$ cat config.mk
export PLATFORM = sky130hd
export DESIGN_NAME = sa_sequencer
export DESIGN_NICKNAME = d
export VERILOG_FILES = /design/src/rtl/sa_sequencer.sv
export SDC_FILE = /design/constraint.sdc
export NUM_CORES = 1
export LEC_CHECK = 0
export BUFFER_PORTS_ARGS = -buffer_cell sky130_fd_sc_hd__clkbuf_2
export CORE_MARGIN = 5
export CORE_UTILIZATION = 58
export DETAILED_ROUTE_END_ITERATION = 12
export PLACE_DENSITY = 0.87
export REMOVE_ABC_BUFFERS = 1
export SETUP_SLACK_MARGIN = 0.15
export SYNTH_ARGS = -nofsm -noshare
export SYNTH_HDL_FRONTEND = slang
export SYNTH_SLANG_ARGS = --single-unit
$ cat constraint.sdc
create_clock -name clk -period 3.1 [get_ports clk]
set_input_delay 0.62 -clock clk [delete_from_list [all_inputs] [get_ports clk]]
set_output_delay 0.62 -clock clk [all_outputs]
set_load 0.1 [all_outputs]
$ cat src/rtl/sa_sequencer.sv
// sa_sequencer: job sequencer for one N x N systolic array.
// A start pulse loads N weight rows, streams LEN skewed input vectors,
// drains the array and returns a one-cycle done pulse.
// Optional feature macro: SA_SEQ_PERF_EN builds the perf_cycles counter;
// without it perf_cycles is tied to 0.
//
// state  | meaning
// -------+-------------------------------------------------------------
// IDLE   | waiting for start; in_base latched on accept
// LOAD_W | N cycles of weight-row load strobes, w_row = 0..N-1
// FEED   | LEN+N-1 cycles; rd_en for the first LEN, skewed feed_en follows
// DRAIN  | 2N-1 cycles with all strobes low while the array empties
// DONE   | single cycle, done=1
module sa_sequencer #(
  parameter int N      = 3,
  parameter int LEN    = 16,
  parameter int ADDR_W = 8
) (
  input  logic              clk,
  input  logic              reset,
  input  logic              start,
  input  logic              abort,
  input  logic [ADDR_W-1:0] in_base,
  output logic              w_load,
  output logic [2:0]        w_row,
  output logic              rd_en,
  output logic [ADDR_W-1:0] rd_addr,
  output logic [N-1:0]      feed_en,
  output logic              busy,
  output logic              done,
  output logic [15:0]       perf_cycles
);

  // Wide enough for LEN+N-2 at the largest legal N and LEN.
  localparam int TMR_W = 9;

  localparam logic [2:0] S_IDLE  = 3'd0;
  localparam logic [2:0] S_LOADW = 3'd1;
  localparam logic [2:0] S_FEED  = 3'd2;
  localparam logic [2:0] S_DRAIN = 3'd3;
  localparam logic [2:0] S_DONE  = 3'd4;

  localparam logic [TMR_W-1:0] LOAD_LAST  = TMR_W'(N - 1);
  localparam logic [TMR_W-1:0] FEED_LAST  = TMR_W'(LEN + N - 2);
  localparam logic [TMR_W-1:0] DRAIN_LAST = TMR_W'(2 * N - 2);
  localparam logic [TMR_W-1:0] RD_MIN     = TMR_W'(N - 1);

  logic [2:0]        state_q, state_d;
  logic [TMR_W-1:0]  tmr_q, tmr_d;
  logic [ADDR_W-1:0] addr_q, addr_d;
  logic [N-1:0]      feed_en_q, feed_en_d;
  logic [TMR_W-1:0]  t_feed;

  // Timers count down to zero; the FEED index t is recovered from the timer.
  assign t_feed = FEED_LAST - tmr_q;

  // Next-state, phase timer and read-address sequencing.
  always_comb begin
    state_d = state_q;
    tmr_d   = tmr_q;
    addr_d  = addr_q;
    case (state_q)
      S_IDLE: begin
        if (start) begin
          state_d = S_LOADW;
          tmr_d   = LOAD_LAST;
          addr_d  = in_base;
        end
      end
      S_LOADW: begin
        if (tmr_q == '0) begin
          state_d = S_FEED;
          tmr_d   = FEED_LAST;
        end else begin
          tmr_d = tmr_q - TMR_W'(1);
        end
      end
      S_FEED: begin
        addr_d = addr_q + ADDR_W'(1);
        if (tmr_q == '0) begin
          state_d = S_DRAIN;
          tmr_d   = DRAIN_LAST;
        end else begin
          tmr_d = tmr_q - TMR_W'(1);
        end
      end
      S_DRAIN: begin
        if (tmr_q == '0) begin
          state_d = S_DONE;
        end else begin
          tmr_d = tmr_q - TMR_W'(1);
        end
      end
      S_DONE: begin
        state_d = S_IDLE;
      end
      default: begin
        state_d = S_IDLE;
        tmr_d   = '0;
      end
    endcase
    // A busy-state abort beats everything, including a simultaneous start.
    if (abort && (state_q != S_IDLE)) begin
      state_d = S_IDLE;
      tmr_d   = '0;
    end
  end

  // Row r is enabled for FEED indices r..r+LEN-1; registered so it lines up
  // with the input-buffer read data, which arrives one cycle after rd_en.
  always_comb begin
    feed_en_d = '0;
    for (int r = 0; r < N; r++) begin
      feed_en_d[r] = (state_q == S_FEED) && !abort &&
                     (t_feed >= TMR_W'(r)) && (t_feed < TMR_W'(r + LEN));
    end
  end

  // Sequencer state registers.
  always_ff @(posedge clk or negedge reset) begin
    if (!reset) begin
      state_q   <= S_IDLE;
      tmr_q     <= '0;
      addr_q    <= '0;
      feed_en_q <= '0;
    end else begin
      state_q   <= state_d;
      tmr_q     <= tmr_d;
      addr_q    <= addr_d;
      feed_en_q <= feed_en_d;
    end
  end

  assign busy    = (state_q != S_IDLE);
  assign done    = (state_q == S_DONE);
  assign w_load  = (state_q == S_LOADW);
  assign w_row   = (state_q == S_LOADW) ? 3'(LOAD_LAST - tmr_q) : 3'd0;
  assign rd_en   = (state_q == S_FEED) && (tmr_q >= RD_MIN);
  assign rd_addr = (state_q == S_FEED) ? addr_q : '0;
  assign feed_en = feed_en_q;

`ifdef SA_SEQ_PERF_EN
  logic [15:0] perf_cnt_q;
  logic [15:0] perf_q;

  // Count busy cycles of the running job; publish the total as DONE ends.
  always_ff @(posedge clk or negedge reset) begin
    if (!reset) begin
      perf_cnt_q <= '0;
      perf_q     <= '0;
    end else begin
      if ((state_q == S_IDLE) && start) begin
        perf_cnt_q <= '0;
      end else if (busy) begin
        perf_cnt_q <= perf_cnt_q + 16'd1;
      end
      if ((state_q == S_DONE) && !abort) begin
        perf_q <= perf_cnt_q + 16'd1;
      end
    end
  end

  assign perf_cycles = perf_q;
`else
  assign perf_cycles = '0;
`endif

endmodule

* Word-level counts from Yosys, hierarchy flattened
Index checks and enable logic that the tools add are counted.
Storage, ports and cells: output and inout port bits 34, bits in registers 23
Cells by class: order comparisons 7, equality and inequality tests 11, add/subtract/negate cells 4, multiplexer cells 16, reductions and logical operators 17
Operators by type and width (number):
- 9-bit two-way mux | 5
- 9-bit case mux with 5 select lines | 1
- 9-bit by 5-bit < comparator with 1-bit output (second input constant) | 3
- 9-bit by 1-bit greater-or-equal comparator with 1-bit output (second input constant) | 2
- 9-bit by 2-bit greater-or-equal comparator with 1-bit output (second input constant) | 2
- 3-bit two-way mux | 6
- 8-bit two-way mux | 2
- 8-bit case mux with 2 select lines | 1
- 3-bit inequality test (second input constant) | 4
- 3-bit case mux with 4 select lines | 1
- 1-bit logical AND | 9
- 9-bit zero test | 1
- 5-bit by 9-bit subtractor with 9-bit output (first input constant) | 1
- 9-bit by 1-bit subtractor with 9-bit output (second input constant) | 1
- 8-bit by 1-bit adder with 8-bit output (second input constant) | 1
- 3-bit by 2-bit equality test with 1-bit output (second input constant) | 2
- 4-bit AND reduction | 1
- 3-bit by 1-bit equality test with 1-bit output (second input constant) | 1
- 3-bit equality test (second input constant) | 1
- 3-bit zero test | 1
- 3-bit by 1-bit inequality test with 1-bit output (second input constant) | 1
- 3-bit AND reduction | 1
- 3-bit nonzero test | 1
- 2-bit by 3-bit subtractor with 3-bit output (first input constant) | 1
- other kinds (5) | 5

* Depth between registers and ports, before layout
Gate-level depths: netlist (run 1).
depth after elaboration 4, mapped depth 8, depth with buffers taken out 7

* Worst setup path after synthesis (run 1)
Ideal clock, no wire load.
path kind flip-flop to output port, start point register tmr_q[0], end point output w_row[1], cell stages (with the launch flop) 5, setup slack 217 ps, arrival time 2263 ps, buffers on the path 1, path through dfrtp_1 -> clkbuf_1 -> inv_1 -> ha_1 -> nor2_1
On the way: cells in the longest elaborated chain, start to end 2
Ends and longest elaborated chain:
- start, declared | line 49 | logic [TMR_W-1:0] tmr_q, tmr_d;
- start signal, assigned | line 128 | tmr_q <= tmr_d;
- 2-bit by 3-bit subtractor with 3-bit output | line 137 | assign w_row = (state_q == S_LOADW) ? 3'(LOAD_LAST - tmr_q) : 3'd0;
- 3-bit two-way mux | line 137
- end, declared | line 25 | output logic [2:0] w_row,
No other way between the ends.

* Worst setup path after layout (run 1)
start point register tmr_q[2], end point output rd_en
On the way: cells in the longest elaborated chain, start to end 2
Ends and longest elaborated chain:
- 9-bit by 2-bit greater-or-equal comparator with 1-bit output | line 138 | assign rd_en = (state_q == S_FEED) && (tmr_q >= RD_MIN);
- 1-bit logical AND | line 138
- end, declared | line 26 | output logic rd_en,
No other way between the ends.

==> run metrics, run 1 <==
outcome finished, final reports clean; IO Port Bufs 29; root buffer cell clkbuf_4; CP Class reg2out; DR iter-0 viols 113; EDFF count, synth 0; vias in the first global route 1,517; post-synthesis cell type count 55; area grow syn2layout 7.65%; via count 1,615; Hold/Removal Path Class in2async; Setup TNS Final 0 ps; post-CTS setup buffer count 0; Critical Path RT 2480 ps; dpl cells 287; DRC viols 0; first-pass GRT wire length 6830 um; DRT Pass-1 Iters 4; final setup fails 0; largest net degree at the start of global routing 24; CTS Buf Count 3; crit-path max FO 9; most numerous cell in the Yosys netlist nor2_1; # clock sinks 23; cts-stage hold buffer count 0; FFs w/ async S/R, synth 100%; largest area contributor in the netlist dfrtp_1; Final Skew 3.47 ps; Synth top area share 30.9%; most instantiated cells after synthesis 24 x nor2_1, 23 x dfrtp_1, 20 x nand2_1, 17 x buf_4, 12 x a21oi_1; Final min period 2700 ps; final cell count without fillers 291; CP endpoint kind primary output; synth top area cells dfrtp_1 31%, buf_4 6.8%, ha_1 5.4%, nor2_1 4.8%, nand2_1 4.0%; Worst-Skew Late Latency 320 ps; Startpoint Class flop; io pins 46; Synth Cell Area 1870 um2; Reg2Reg Depth 7; routed wire length 4100 um; fillers 274; post-DP HPWL 3120 um; Final ANT Viol Nets 0; register area share after synthesis 30.9%; vias per cell 5.55; reg2reg end tmr_q[4]; top_reg_cell synth dfrtp_1; Die X 66.7 um; htree depth 1; Initial Util 60.6%; Routed WL per cell 14.1 um; layout cells sized above 1 21.5%; total gr overflow 0; GP Congestion 0.941; initial antenna violation count 0; #FFs+latches synth 23; final period utilization 87.2%; Worst Tran Pin Value 580 ps; Final Hold Fails 0; GRT Total Usage 19.9%; Max Fclk 370 MHz; Max Cap Violations 0; Crit Reg-Reg Startpoint tmr_q[0]; Slew Limit Fails 0; # diodes 0; utilization after layout 65.2%; Mean Syn Cell Area 8.40 um2; Die ar. 4450 um2; Synth Instances 222; row count 20; fin nets 268; clock buffer depth 2; worst hold margin 272 ps; core area 3080 um2; RSZ-0062 raised after global routing no; Synth warnings 0; clk slew on worst S/H paths 130 ps; CTS tree built; internal reg-to-reg setup slack 1000 ps; Max-slew headroom 61.3%; WP data arrival 2080 ps; Die H 66.7 um
-- how the worst max path moves through the flow --
stage	start	endpoint	slack [ps]	cells after the start
3_5_place_dp	tmr_q[6]	rd_en	380	5
2_1_floorplan	tmr_q[2]	rd_en	190	5
6_report	tmr_q[2]	rd_en	400	6
4_1_cts	tmr_q[6]	rd_en	230	5
3_3_place_gp	tmr_q[6]	rd_en	470	5
5_1_grt	state_q[1]	rd_addr[7]	220	5
-- cells by family (layout without fill, tap and decap cells) --
group	count (synthesis)	in the layout	synth area share (%)
and+or+nand+nor	93	93	28.0
AOI/OAI and AO/OA	51	51	18.0
adders and majority gates	9	9	5.97
other	1	16	0.201
muxes	5	5	2.75
xor gates and xnor gates	4	4	1.88
DFF	23	23	30.9
buffers and inverters	36	46	12.3
-- placed cells by master (no fill, tap or decap), drive strengths merged, types with 8 or more instances in the layout --
cell    count
clkbuf     31
nor2       27
dfrtp      23
nand2      20
conb       16
o21ai      14
a21oi      12
nor3       11
inv         9
ha          8
-- through the flow --
step                      area [um2]  worst slack, ps
final                           2010              395
after global routing            2010              225
after CTS                       2000              234
after detailed placement        1970              384
after global placement          1970              465
after floorplan                 1730              187
-- state kept, by name, indices dropped and copies added, names as in the netlist --
name,count
addr_q,8
feed_en,3
state_q,3
tmr_q,9
-- layer usage --
| layer | GRT usage (%) | wire length [um] | up-vias |
|---|---|---|---|
| met5 | 0 | 0 | - |
| li1 | - | - | 806 |
| met4 | 5.33 | 40 | 0 |
| met2 | 34.8 | 2010 | 62 |
| met3 | 4.55 | 336 | 6 |
| met1 | 24.3 | 1710 | 741 |
-- repair_timing --
action,4_1_cts,5_1_grt
endpoints found under the setup margin,1,1
gates resized for setup,2,2
pin swaps,0,0
-- final cells by class --
| type | instances | area [um2] | share of cell area (%) |
|---|---|---|---|
| inverter | 9 | 33.8 | 1.68 |
| tap | 44 | 55.1 | 2.74 |
| clock buffer | 4 | 26.3 | 1.31 |
| multi-input combinational | 178 | 1130 | 56.1 |
| timing repair buffer | 33 | 190 | 9.47 |
| sequential | 23 | 576 | 28.7 |
-- critical path, stage by stage, from the launching register on --
cell       delay (ps)
dfrtp_1           520
inv_1             150
ha_1              220
nand2b_4          100
a2111oi_2         380
nor2_1             80
buf_2             300
Power of run 1 is not shown: default switching activity piles up to over one toggle a cycle in this logic, so the estimate is an artifact.
==> run 2: changes to the inputs <==
- CELL_PAD_IN_SITES_DETAIL_PLACEMENT: default -> 1
- CELL_PAD_IN_SITES_GLOBAL_PLACEMENT: default -> 2
- CORE_UTILIZATION: 58 -> 33
- PLACE_DENSITY: 0.87 -> 0.85
==> run 2 against run 1 <==
Compared with the run above: wire length grew 27%; die area increased by 63%; design area increased by 3.6%; global-route usage fell by 5.3 points; count of clock-buffer cells in the layout is the same.
==> run metrics, run 2 (synthesized netlist as in run 1, its figures left out) <==
Final Hold Fails 0; DR iter-0 viols 115; core area 5510 um2; CP Class reg2out; fillers 699; Initial Util 33.9%; io pins 46; clk slew on worst S/H paths 90 ps; CP endpoint kind primary output; crit-path max FO 9; Worst path max stage delay 520 ps; layout cells sized above 1 22.0%; largest net degree at the start of global routing 24; vias in the first global route 1,748; commonest non-fill, non-tap cell in the layout clkbuf_2; Final min period 2760 ps; Die X 85.2 um; GRT met2 Usage 24.6%; Slowest cell on crit path dfrtp_1; CTS tree built; post-CTS setup buffer count 0; gr busiest metal met2; met1 usage 18.5%; Max Cap Violations 0; IO Port Bufs 29; Top delay family on crit path buffers and inverters; DRC viols 0; initial antenna violation count 0; # diodes 0; Final Skew 1.83 ps; root buffer cell clkbuf_8; CTS Buf Count 3; commonest cells after routing, fill and taps aside 27 x clkbuf_2, 24 x nor2_1, 23 x dfrtp_1; outcome finished, final reports clean; crit-path cells inv_1 -> ha_1 -> nand2b_4 -> a2111oi_1 -> buf_4 -> nor2_1 -> buf_2; total gr overflow 0; worst path bufs/invs 3; Worst Tran Pin Value 624 ps; Setup TNS Final 0 ps; first-pass GRT wire length 8630 um; Hold/Removal Path Class in2async; GP Congestion 0.854; met3 global-route usage 3.79%; Slew Limit Fails 0; Startpoint Class flop; Seq. cell area 576 um2; area grow syn2layout 11.5%; # clock sinks 23; Max-slew headroom 58.4%; DRT Pass-1 Iters 4; Die ar. 7260 um2; internal reg-to-reg setup slack 930 ps; Worst-Skew Late Latency 270 ps; clock buffer depth 2; Critical Path RT 2480 ps; htree depth 1; final setup fails 0; multi-input logic area 1120 um2; via count 1,640; row count 27; Critical Path Start tmr_q[2]; RSZ-0062 raised after global routing no; Final ANT Viol Nets 0; max FFs per register 9; WP data arrival 2140 ps; fin nets 271; vias per cell 5.09; Die H 85.2 um; Crit Reg-Reg Startpoint tmr_q[0]; GRT Total Usage 14.6%; post-DP HPWL 3970 um; top flop regs tmr_q: 9 flops, addr_q: 8 flops; routed wire length 5190 um; Max Fclk 362 MHz; final period utilization 89.2%; Routed WL per cell 16.1 um; Biggest register tmr_q
-- run 2: cell types whose count changed in the layout (fill, tap and decap cells not counted), sizes merged --
cell and change:
buf +3
-- run 2: path summary, 6_finish.rpt --
path                         endpoint  depth (start not counted)
max in group asynchronous    tmr_q[5]                          1
hold / removal             feed_en[2]                          1
hold reg to reg             addr_q[7]                          1
setup / recovery                rd_en                          7
setup reg to reg             tmr_q[4]                          7
min in group clk            addr_q[7]                          1
-- run 2: what timing repair did --
| item | in CTS | in global routing |
|---|---|---|
| setup endpoints to repair | 0 | 1 |
| hold buffers | 0 | 0 |
| resized for setup | 0 | 3 |
-- run 2: routing by layer --
layer / share of wire, % / wire length (um)
met4: 2.1 / 110
met3: 4.7 / 242
met5: 0 / 0
met1: 46 / 2400
met2: 47 / 2440
-- run 2: metrics by stage --
step                      setup WS, ps  cells  utilization [%]  area, um2  hold slack [ps]
after floorplan                    187    210                -       1730              324
after global placement             570    318             36.8       2030              531
after detailed placement           546    318             36.8       2030              547
after CTS                          221    322             37.7       2070              386
after global routing               154    322             37.8       2080              406
final                              335    322             37.8       2080              349
-- run 2: final cells by class --
| class | instances | area share [%] |
|---|---|---|
| inverters | 9 | 1.62 |
| well taps | 72 | 4.33 |
| flip-flops and latches | 23 | 27.7 |
| multi-input cells | 178 | 54.0 |
| clock buffers | 4 | 2.17 |
| repair buffers | 36 | 10.2 |
Power of run 2 is left out for the same reason.
